<file path="config.mk">
export PLATFORM = sky130hd
export DESIGN_NAME = mult_div_unit_flat
export DESIGN_NICKNAME = d
export VERILOG_FILES = /design/src/rtl/mult_div_unit_if.sv /design/src/rtl/mult_div_unit.sv /design/src/flat_wrapper.sv
export SDC_FILE = /design/constraint.sdc
export NUM_CORES = 1
export LEC_CHECK = 0
export BUFFER_PORTS_ARGS = -buffer_cell sky130_fd_sc_hd__buf_2
export CAP_MARGIN = 20
export CORE_MARGIN = 8
export CORE_UTILIZATION = 60
export DETAILED_ROUTE_END_ITERATION = 8
export PLACE_DENSITY_LB_ADDON = 0.12
export SYNTH_ARGS = -nofsm -noshare
export SYNTH_HDL_FRONTEND = slang
export SYNTH_SLANG_ARGS = --single-unit
</file>
<file path="constraint.sdc">
create_clock -name i_clk -period 3.7 [get_ports i_clk]
set_input_delay 1.11 -clock i_clk [delete_from_list [all_inputs] [get_ports i_clk]]
set_output_delay 1.11 -clock i_clk [all_outputs]
set_load 0.1 [all_outputs]
</file>
<file path="src/rtl/mult_div_unit_if.sv">
// Issue/result bundle between the EX-stage control and the iterative multiply/divide unit.
// Signal names match the original flat port list so existing connections map one-to-one.
interface mult_div_unit_if #(
    parameter int unsigned DW = 32
);
    logic          i_start;
    logic [2:0]    i_op;
    logic [DW-1:0] i_rs;
    logic [DW-1:0] i_rt;
    logic          o_busy;
    logic          o_done;
    logic [DW-1:0] o_hi;
    logic [DW-1:0] o_lo;

    modport master (
        output i_start, i_op, i_rs, i_rt,
        input  o_busy, o_done, o_hi, o_lo
    );

    modport slave (
        input  i_start, i_op, i_rs, i_rt,
        output o_busy, o_done, o_hi, o_lo
    );
endinterface

</file>
<file path="src/rtl/mult_div_unit.sv">
// Iterative MULT/MULTU/DIV/DIVU unit holding HI/LO; one radix-2 step per cycle, DW steps,
// followed by a sign-fix cycle that writes HI/LO and pulses o_done.
module mult_div_unit #(
    parameter int unsigned DW = 32
) (
    input logic            i_clk,
    input logic            i_rst_n,
    mult_div_unit_if.slave bus
);
    localparam int unsigned CW = $clog2(DW);

    localparam logic [1:0] S_IDLE = 2'd0;
    localparam logic [1:0] S_ITER = 2'd1;
    localparam logic [1:0] S_FIX  = 2'd2;

    logic [1:0]      state;
    logic [CW-1:0]   cnt;
    // Multiply: {partial product, remaining multiplier}; divide: low half is dividend -> quotient.
    logic [2*DW-1:0] acc;
    logic [DW-1:0]   rem;
    logic [DW-1:0]   opd;
    logic [DW-1:0]   rs_raw;
    logic            is_mul, neg_lo, neg_hi, div_zero;
    logic [DW-1:0]   hi_q, lo_q;
    logic            busy_q, done_q;

    logic            is_signed, rs_neg, rt_neg;
    logic [DW-1:0]   rs_abs, rt_abs;
    logic [DW:0]     mul_sum, div_shift, div_trial;
    logic [2*DW-1:0] prod_fix;
    logic [DW-1:0]   quo_fix, rem_fix;

    always_comb begin
        is_signed = ~bus.i_op[0];
        rs_neg    = is_signed & bus.i_rs[DW-1];
        rt_neg    = is_signed & bus.i_rt[DW-1];
        rs_abs    = rs_neg ? -bus.i_rs : bus.i_rs;
        rt_abs    = rt_neg ? -bus.i_rt : bus.i_rt;
        mul_sum   = {1'b0, acc[2*DW-1:DW]} + (acc[0] ? {1'b0, opd} : '0);
        div_shift = {rem, acc[DW-1]};
        div_trial = div_shift - {1'b0, opd};
        prod_fix  = neg_lo ? -acc : acc;
        quo_fix   = neg_lo ? -acc[DW-1:0] : acc[DW-1:0];
        rem_fix   = neg_hi ? -rem : rem;
    end

    always_ff @(posedge i_clk or negedge i_rst_n) begin
        if (!i_rst_n) begin
            state    <= S_IDLE;
            cnt      <= '0;
            acc      <= '0;
            rem      <= '0;
            opd      <= '0;
            rs_raw   <= '0;
            is_mul   <= 1'b0;
            neg_lo   <= 1'b0;
            neg_hi   <= 1'b0;
            div_zero <= 1'b0;
            hi_q     <= '0;
            lo_q     <= '0;
            busy_q   <= 1'b0;
            done_q   <= 1'b0;
        end else begin
            done_q <= 1'b0;
            case (state)
                S_IDLE: begin
                    if (bus.i_start) begin
                        case (bus.i_op)
                            3'b000, 3'b001, 3'b010, 3'b011: begin
                                is_mul   <= ~bus.i_op[1];
                                acc      <= {{DW{1'b0}}, (bus.i_op[1] ? rs_abs : rt_abs)};
                                opd      <= bus.i_op[1] ? rt_abs : rs_abs;
                                rem      <= '0;
                                rs_raw   <= bus.i_rs;
                                neg_lo   <= rs_neg ^ rt_neg;
                                neg_hi   <= bus.i_op[1] ? rs_neg : (rs_neg ^ rt_neg);
                                div_zero <= bus.i_op[1] & (bus.i_rt == '0);
                                cnt      <= '0;
                                busy_q   <= 1'b1;
                                state    <= S_ITER;
                            end
                            3'b100:  hi_q <= bus.i_rs;
                            3'b101:  lo_q <= bus.i_rs;
                            default: ;
                        endcase
                    end
                end
                S_ITER: begin
                    if (is_mul) begin
                        acc <= {mul_sum, acc[DW-1:1]};
                    end else begin
                        // Restoring step: keep the trial remainder only when it did not go negative.
                        acc <= {acc[2*DW-1:DW], acc[DW-2:0], ~div_trial[DW]};
                        rem <= div_trial[DW] ? div_shift[DW-1:0] : div_trial[DW-1:0];
                    end
                    cnt <= cnt + 1'b1;
                    if (cnt == CW'(DW-1)) state <= S_FIX;
                end
                S_FIX: begin
                    if (is_mul) begin
                        hi_q <= prod_fix[2*DW-1:DW];
                        lo_q <= prod_fix[DW-1:0];
                    end else if (div_zero) begin
                        hi_q <= rs_raw;
                        lo_q <= '1;
                    end else begin
                        hi_q <= rem_fix;
                        lo_q <= quo_fix;
                    end
                    cnt    <= '0;
                    busy_q <= 1'b0;
                    done_q <= 1'b1;
                    state  <= S_IDLE;
                end
                default: state <= S_IDLE;
            endcase
        end
    end

    assign bus.o_busy = busy_q;
    assign bus.o_done = done_q;
    assign bus.o_hi   = hi_q;
    assign bus.o_lo   = lo_q;
endmodule

</file>
<file path="src/flat_wrapper.sv">
// flat-port wrapper written by rule: the top's interface ports become plain ports
module mult_div_unit_flat 
#(
    parameter int unsigned DW = 32
)
  (i_clk, i_rst_n, bus_i_start, bus_i_op, bus_i_rs, bus_i_rt, bus_o_busy, bus_o_done, bus_o_hi, bus_o_lo);
  mult_div_unit_if #(.DW(DW)) bus_i ();
  input logic i_clk;
  input logic i_rst_n;
  input wire logic [$bits(bus_i.i_start)-1:0] bus_i_start;
  input wire logic [$bits(bus_i.i_op)-1:0] bus_i_op;
  input wire logic [$bits(bus_i.i_rs)-1:0] bus_i_rs;
  input wire logic [$bits(bus_i.i_rt)-1:0] bus_i_rt;
  output wire logic [$bits(bus_i.o_busy)-1:0] bus_o_busy;
  output wire logic [$bits(bus_i.o_done)-1:0] bus_o_done;
  output wire logic [$bits(bus_i.o_hi)-1:0] bus_o_hi;
  output wire logic [$bits(bus_i.o_lo)-1:0] bus_o_lo;
  assign bus_i.i_start = bus_i_start;
  assign bus_i.i_op = bus_i_op;
  assign bus_i.i_rs = bus_i_rs;
  assign bus_i.i_rt = bus_i_rt;
  assign bus_o_busy = bus_i.o_busy;
  assign bus_o_done = bus_i.o_done;
  assign bus_o_hi = bus_i.o_hi;
  assign bus_o_lo = bus_i.o_lo;
  mult_div_unit #(.DW(DW)) u_core (.i_clk(i_clk), .i_rst_n(i_rst_n), .bus(bus_i));
endmodule
</file>
* Word-level counts from Yosys, hierarchy flattened
Cells that the tools add are included.
** Storage, ports and cells
- Memories kept :: 0
- Input port bits :: 70
- Register bits after elaboration :: 237
- Latch bits :: 0
- RAM bits :: 0
- Output and inout bits :: 66
- Logic and storage cells :: 100
- ROM bits :: 0
** Operators by class
- Reduce and logical (&&, ||, !) cells :: 16
- Equality and inequality tests :: 15
- $lt $le $gt $ge :: 0
- $add $sub $neg :: 8
- Div/mod/pow operators :: 0
- Muxes and demuxes :: 39
- Multiply operators :: 0
- Shift operators :: 0
- Bitwise gates (word level) :: 7
** Operator list (count)
- $mux W32 :: 19
- $mux W64 :: 4
- $pmux W32 S2 :: 3
- $neg A32 Y32 :: 4
- $pmux W64 S2 :: 1
- $neg A64 Y64 :: 1
- $add A32 B33 Y33 :: 1
- $sub A33 B32 Y33 :: 1
- $logic_not A32 Y1 :: 1
- $reduce_and A3 Y1 :: 7
- $pmux W5 S3 :: 1
- $mux W5 :: 2
- $ne A2 B2 Y1 const B :: 5
- $reduce_and A4 Y1 :: 2
- $eq A3 B2 Y1 const B :: 2
- $eq A3 B3 Y1 const B :: 2
- $mux W2 :: 3
- $add A5 B1 Y5 const B :: 1
- $eq A5 B5 Y1 const B :: 1
- $mux W1 :: 4
- $ne A2 B1 Y1 const B :: 2
- $pmux W2 S2 :: 1
- $reduce_bool A2 Y1 :: 2
- $reduce_or A4 Y1 :: 1
- 10 further kinds :: 14

* Depth between registers and ports, before layout
- Depth after elaboration :: 7
- Mapped depth :: 14

* Least setup slack after synthesis
No wires, ideal clock.
- Path type :: input -> register
- Start point :: input bus_i_rs[2]
- End point :: register u_core.acc[30]
- Path buffers :: 1
- Required time :: 3.574 ns
- Arrival time :: 3.229 ns
- Setup time :: 0.126 ns
- Stages :: 9
- Setup slack :: 0.345 ns
- Path through :: clkbuf_1 -> nor4_1 -> nand4b_1 -> nor2_1 -> and2_1 -> a31oi_1 -> xnor2_1 -> mux2i_1 -> a221o_1
** Between the ends
- Word-level cells in the longest chain between the ends :: 6
** RTL lines
- from (decl) :: RTL line flat_wrapper.sv:12 : input wire logic [$bits(bus_i.i_rs)-1:0] bus_i_rs;
- $neg A32 Y32 :: RTL line mult_div_unit.sv:37 : rs_abs = rs_neg ? -bus.i_rs : bus.i_rs;
- $mux W32 :: RTL line mult_div_unit.sv:37
- $mux W32 :: RTL line mult_div_unit.sv:71 : acc <= {{DW{1'b0}}, (bus.i_op[1] ? rs_abs : rt_abs)};
- $mux W64 :: RTL line mult_div_unit.sv:68 : case (bus.i_op)
- $mux W64 :: RTL line mult_div_unit.sv:67 : if (bus.i_start) begin
- $pmux W64 S2 :: RTL line mult_div_unit.sv:65 : case (state)
- to (signal assigned) :: RTL line mult_div_unit.sv:71
- to (signal assigned) :: RTL line mult_div_unit.sv:90 : acc <= {mul_sum, acc[DW-1:1]};
- to (signal assigned) :: RTL line mult_div_unit.sv:93 : acc <= {acc[2*DW-1:DW], acc[DW-2:0], ~div_trial[DW]};
- to (decl) :: RTL line mult_div_unit.sv:19 : logic [2*DW-1:0] acc;
Every way passes these cells. The select of a mux whose other input is x is not followed.
A chain may end at the register's enable or synchronous reset.

* Final worst setup path
- Start point :: register u_core.acc[4]
- End point :: register u_core.hi_q[20], in the netlist u_core.bus.o_hi[20]
** Between the ends
- Word-level cells in the longest chain between the ends :: 4
** RTL lines
- $neg A64 Y64 :: RTL line mult_div_unit.sv:42 : prod_fix = neg_lo ? -acc : acc;
- $mux W64 :: RTL line mult_div_unit.sv:42
- $mux W32 :: RTL line mult_div_unit.sv:100 : if (is_mul) begin
- $pmux W32 S2 :: RTL line mult_div_unit.sv:65
- to (signal assigned) :: RTL line mult_div_unit.sv:101 : hi_q <= prod_fix[2*DW-1:DW];
- to (signal assigned) :: RTL line mult_div_unit.sv:104 : hi_q <= rs_raw;
- to (signal assigned) :: RTL line mult_div_unit.sv:107 : hi_q <= rem_fix;
- to (decl) :: RTL line mult_div_unit.sv:24 : logic [DW-1:0] hi_q, lo_q;
Every way passes these cells.

==> flow_summary.yaml <==
clock_tree:
  h-tree-depth: 1
  cts-buffers-inserted: 28
  cts_tree: "built"
  cts_num_sinks: 237
  cts_hold_buf: 0
  clock_latency_ns: 0.55
  cts_root_buf: "clkbuf_16"
  cts_buffer_depth: 3
  cts_setup_buffers: 0
  post_cts_resized: 0
  clk_pin_slew_ns: 0.06
logic_synthesis:
  syn-cell-area_um2: 17990
  synthSimpleGateAreaFrac: 0.1919
  synth_compound_area_frac: 0.2381
  async_flop_share: 1.000
  synth_xor_area_frac: 0.09540
  syn_nets: 2414
  syn_inst: 2272
  ys_dominant_reg_cell: "dfrtp_1"
  synth_edf_count: 0
  yosysUniqueCellTypes: 72
  ys_seq_elements: 237
  muxShareOfSynthArea: 0.04895
  synth_area_per_cell_um2: 7.920
  synth_top_family_by_area: "compound AO/OA/AOI/OAI gates"
  seq_area_frac_synth: 0.3296
  ys.warnings.count: 0
  synthAdderAreaFrac: 0.05090
placed_design:
  placed_cells: 2757
  dp_hpwl_mm: 51.43
  gp_congestion: 1.031
  numPortBuffers: 135
final_layout:
  final_nets: 2539
  regArea_um2: 5934
  multi_input_area_um2: 11300
  fillers: 2484
  syn_to_final_growth_pct: 14.00
  drive_above_1_share: 0.1370
  num_antenna_cells: 0
  instances_no_fill: 2806
global_route:
  grt_max_degree: 78
  grt_pass1_wl_mm: 101.5
  grt_pass1_vias: 17010
  grt-ovfl-total: 0
  grt_antenna_before_repair: 3
  grt_usage: 0.3608
die:
  dieArea_um2: 35790
  pin_count: 136
  fp.dieH_um: 189.2
  core_um2: 29560
  start_util: 0.6087
  fp.dieW_um: 189.2
  row_count: 63
power:
  max-vdd-ir-drop_v: 0.0009520
  powerDensity_nw_per_um2: 1107
  power.leakage_uw: 0.009120
  total_power_uw: 22720
detailed_routing:
  vias_per_cell: 6.619
  ant_nets: 0
  drt_iter0_markers: 2254
  drt_pass1_iterations: 6
  wl_per_cell_um: 23.78
  vias: 18570
  postRouteWirelength_mm: 66.73
  drc: 0
min_path:
  whs_path_depth: 2
  min_from: "u_core.bus.o_lo[14]"
  hold_class: "reg2reg"
  holdPathEnd: "u_core.bus.o_lo[14]"
setup_path:
  crit_required_ns: 4.14
  critical_path.startpoint_type: "flip-flop"
  reg2reg_from: "u_core.acc[4]"
  cp.arrival_ns: 3.90
  ff2ff_path_depth: 9
  rrSetupSlack_ns: 0.23
  critPathKind: "reg2reg"
  crit_fanout: 5
  r2r-end: "u_core.bus.o_hi[20]"
  cp-end-kind: "flip-flop"
timing:
  fin_worst_skew_ns: 0.01734
  maxSlewViolCount: 0
  setup_viol: 0
  relSlewSlack: 0.3514
  clock.fmax_mhz: 288.3
  worst_pin_slew_ns: 0.9730
  rsz0062_at_grt: "no"
  timing_hold_violations_final: 0
  post-route-min-period_ns: 3.468
  setup_tns_ns: 0
  fin_crit_sh: 0.9373
job:
  drv_cap: 0
outcome:
  status: "finished, final reports clean"
## critical path: stages, from the launching register on
cell,delay [ns]
dfrtp_1,0.38
or4_1,0.66
or4_1,0.51
nor4_4,0.22
nand3_1,0.25
or3_4,0.49
or2_4,0.28
o31ai_4,0.18
xor2_1,0.09
a221oi_1,0.29
## how the worst max path moves through the flow
stage | startpoint | endpoint | slack (ns) | cells past startpoint
after floorplan | bus_i_rs[2] | u_core.acc[30] | 0.34 | 9
after global placement | bus_i_rs[18] | u_core.acc[30] | 0.09 | 10
after detailed placement | bus_i_rs[18] | u_core.acc[30] | 0.08 | 10
after CTS | u_core.opd[25] | u_core.rem[0] | 0.26 | 12
after global routing | u_core.acc[0] | u_core.acc[63] | 0.06 | 14
final | u_core.acc[4] | u_core.bus.o_hi[20] | 0.23 | 9
## cell usage in the layout, fill, tap and decap left out, types with 11 or more instances in the layout
| master | instances |
|---|---|
| a211oi_1 | 14 |
| xnor2_1 | 101 |
| buf_2 | 134 |
| o31ai_1 | 38 |
| a221oi_1 | 14 |
| o41ai_1 | 16 |
| o21ai_1 | 15 |
| a31oi_1 | 20 |
| a21oi_1 | 188 |
| nor2b_1 | 14 |
| o221ai_1 | 13 |
| nand2b_1 | 26 |
| xor2_1 | 93 |
| o22ai_1 | 39 |
| o211ai_1 | 22 |
| nor2_1 | 181 |
| dfrtp_1 | 234 |
| ha_1 | 70 |
| nand3_1 | 32 |
| or3_1 | 17 |
| nor3_1 | 33 |
| inv_1 | 69 |
| or4_1 | 18 |
| nand2_1 | 355 |
| mux2_2 | 16 |
| a21o_1 | 20 |
| nor4_1 | 18 |
| clkbuf_16 | 29 |
| or2_2 | 11 |
| buf_4 | 99 |
| mux2i_1 | 70 |
| o21ai_0 | 230 |
## routing by layer
metal / track usage / part of all wire
met2: 0.5201 / 0.41
met1: 0.5221 / 0.42
met4: 0.1341 / 0.044
met3: 0.07837 / 0.13
met5: 0 / 0.00066
## synth_stat cells, drive strengths merged, types with 20 or more instances
cell type / count / area [um^2]
nand2: 356 / 1336
o21ai: 245 / 1226
dfrtp: 237 / 5931
a21oi: 188 / 940.9
nor2: 183 / 686.9
clkbuf: 130 / 488.0
xnor2: 102 / 893.4
xor2: 94 / 823.3
ha: 70 / 875.8
mux2i: 70 / 700.7
inv: 69 / 259.0
o31ai: 40 / 327.8
o22ai: 39 / 244.0
nor3: 33 / 165.2
nand3: 32 / 160.2
nand2b: 26 / 162.7
o211ai: 22 / 165.2
a21o: 20 / 150.1
a31oi: 20 / 125.1
or4: 20 / 157.7
## cell type report
cell class | count | share of cell area
inverter | 72 | 0.01317
sequential | 237 | 0.2893
clock buffer | 42 | 0.04264
timing repair buffer | 238 | 0.07356
tap | 390 | 0.02379
multi-input combinational | 1820 | 0.5508
clock inverter | 7 | 0.006709
## metrics by stage
| step | setup WS (ns) | hold WS, ns | cell area (um^2) | utilization |
|---|---|---|---|---|
| finish | 0.2319 | 0.4722 | 20510 | 0.6940 |
| global route | 0.05892 | 0.4884 | 20510 | 0.6940 |
| CTS | 0.2581 | 0.4757 | 20500 | 0.6934 |
| detailed placement | 0.08099 | 0.4610 | 19480 | 0.6592 |
| global placement | 0.09338 | 0.4540 | 19480 | 0.6592 |
| floorplan | 0.3448 | 0.4407 | 17990 | - |
## kinds of logic (layout without fill, tap and decap cells)
| family | after synthesis | after routing |
|---|---|---|
| xor gates and xnor gates | 196 | 196 |
| buffers and inverters | 215 | 359 |
| adders and majority gates | 72 | 72 |
| and+or+nand+nor | 764 | 764 |
| muxes | 86 | 86 |
| AOI/OAI and AO/OA | 702 | 702 |
| DFF | 237 | 237 |
## registers in the layout, indices dropped and copies added, names as in the netlist, 2 cells and up
register,count
u_core.acc,64
u_core.bus.o_hi,32
u_core.bus.o_lo,32
u_core.cnt,5
u_core.opd,32
u_core.rem,32
u_core.rs_raw,32
u_core.state,2
## where the power goes
| part | internal, uW | total (uW) | switching, uW |
|---|---|---|---|
| registers | 3830 | 5280 | 1450 |
| logic | 4880 | 14400 | 9550 |
| clock network | 1890 | 3020 | 1130 |
| total | 10600 | 22700 | 12100 |
Power figures use the tool's default switching activity.
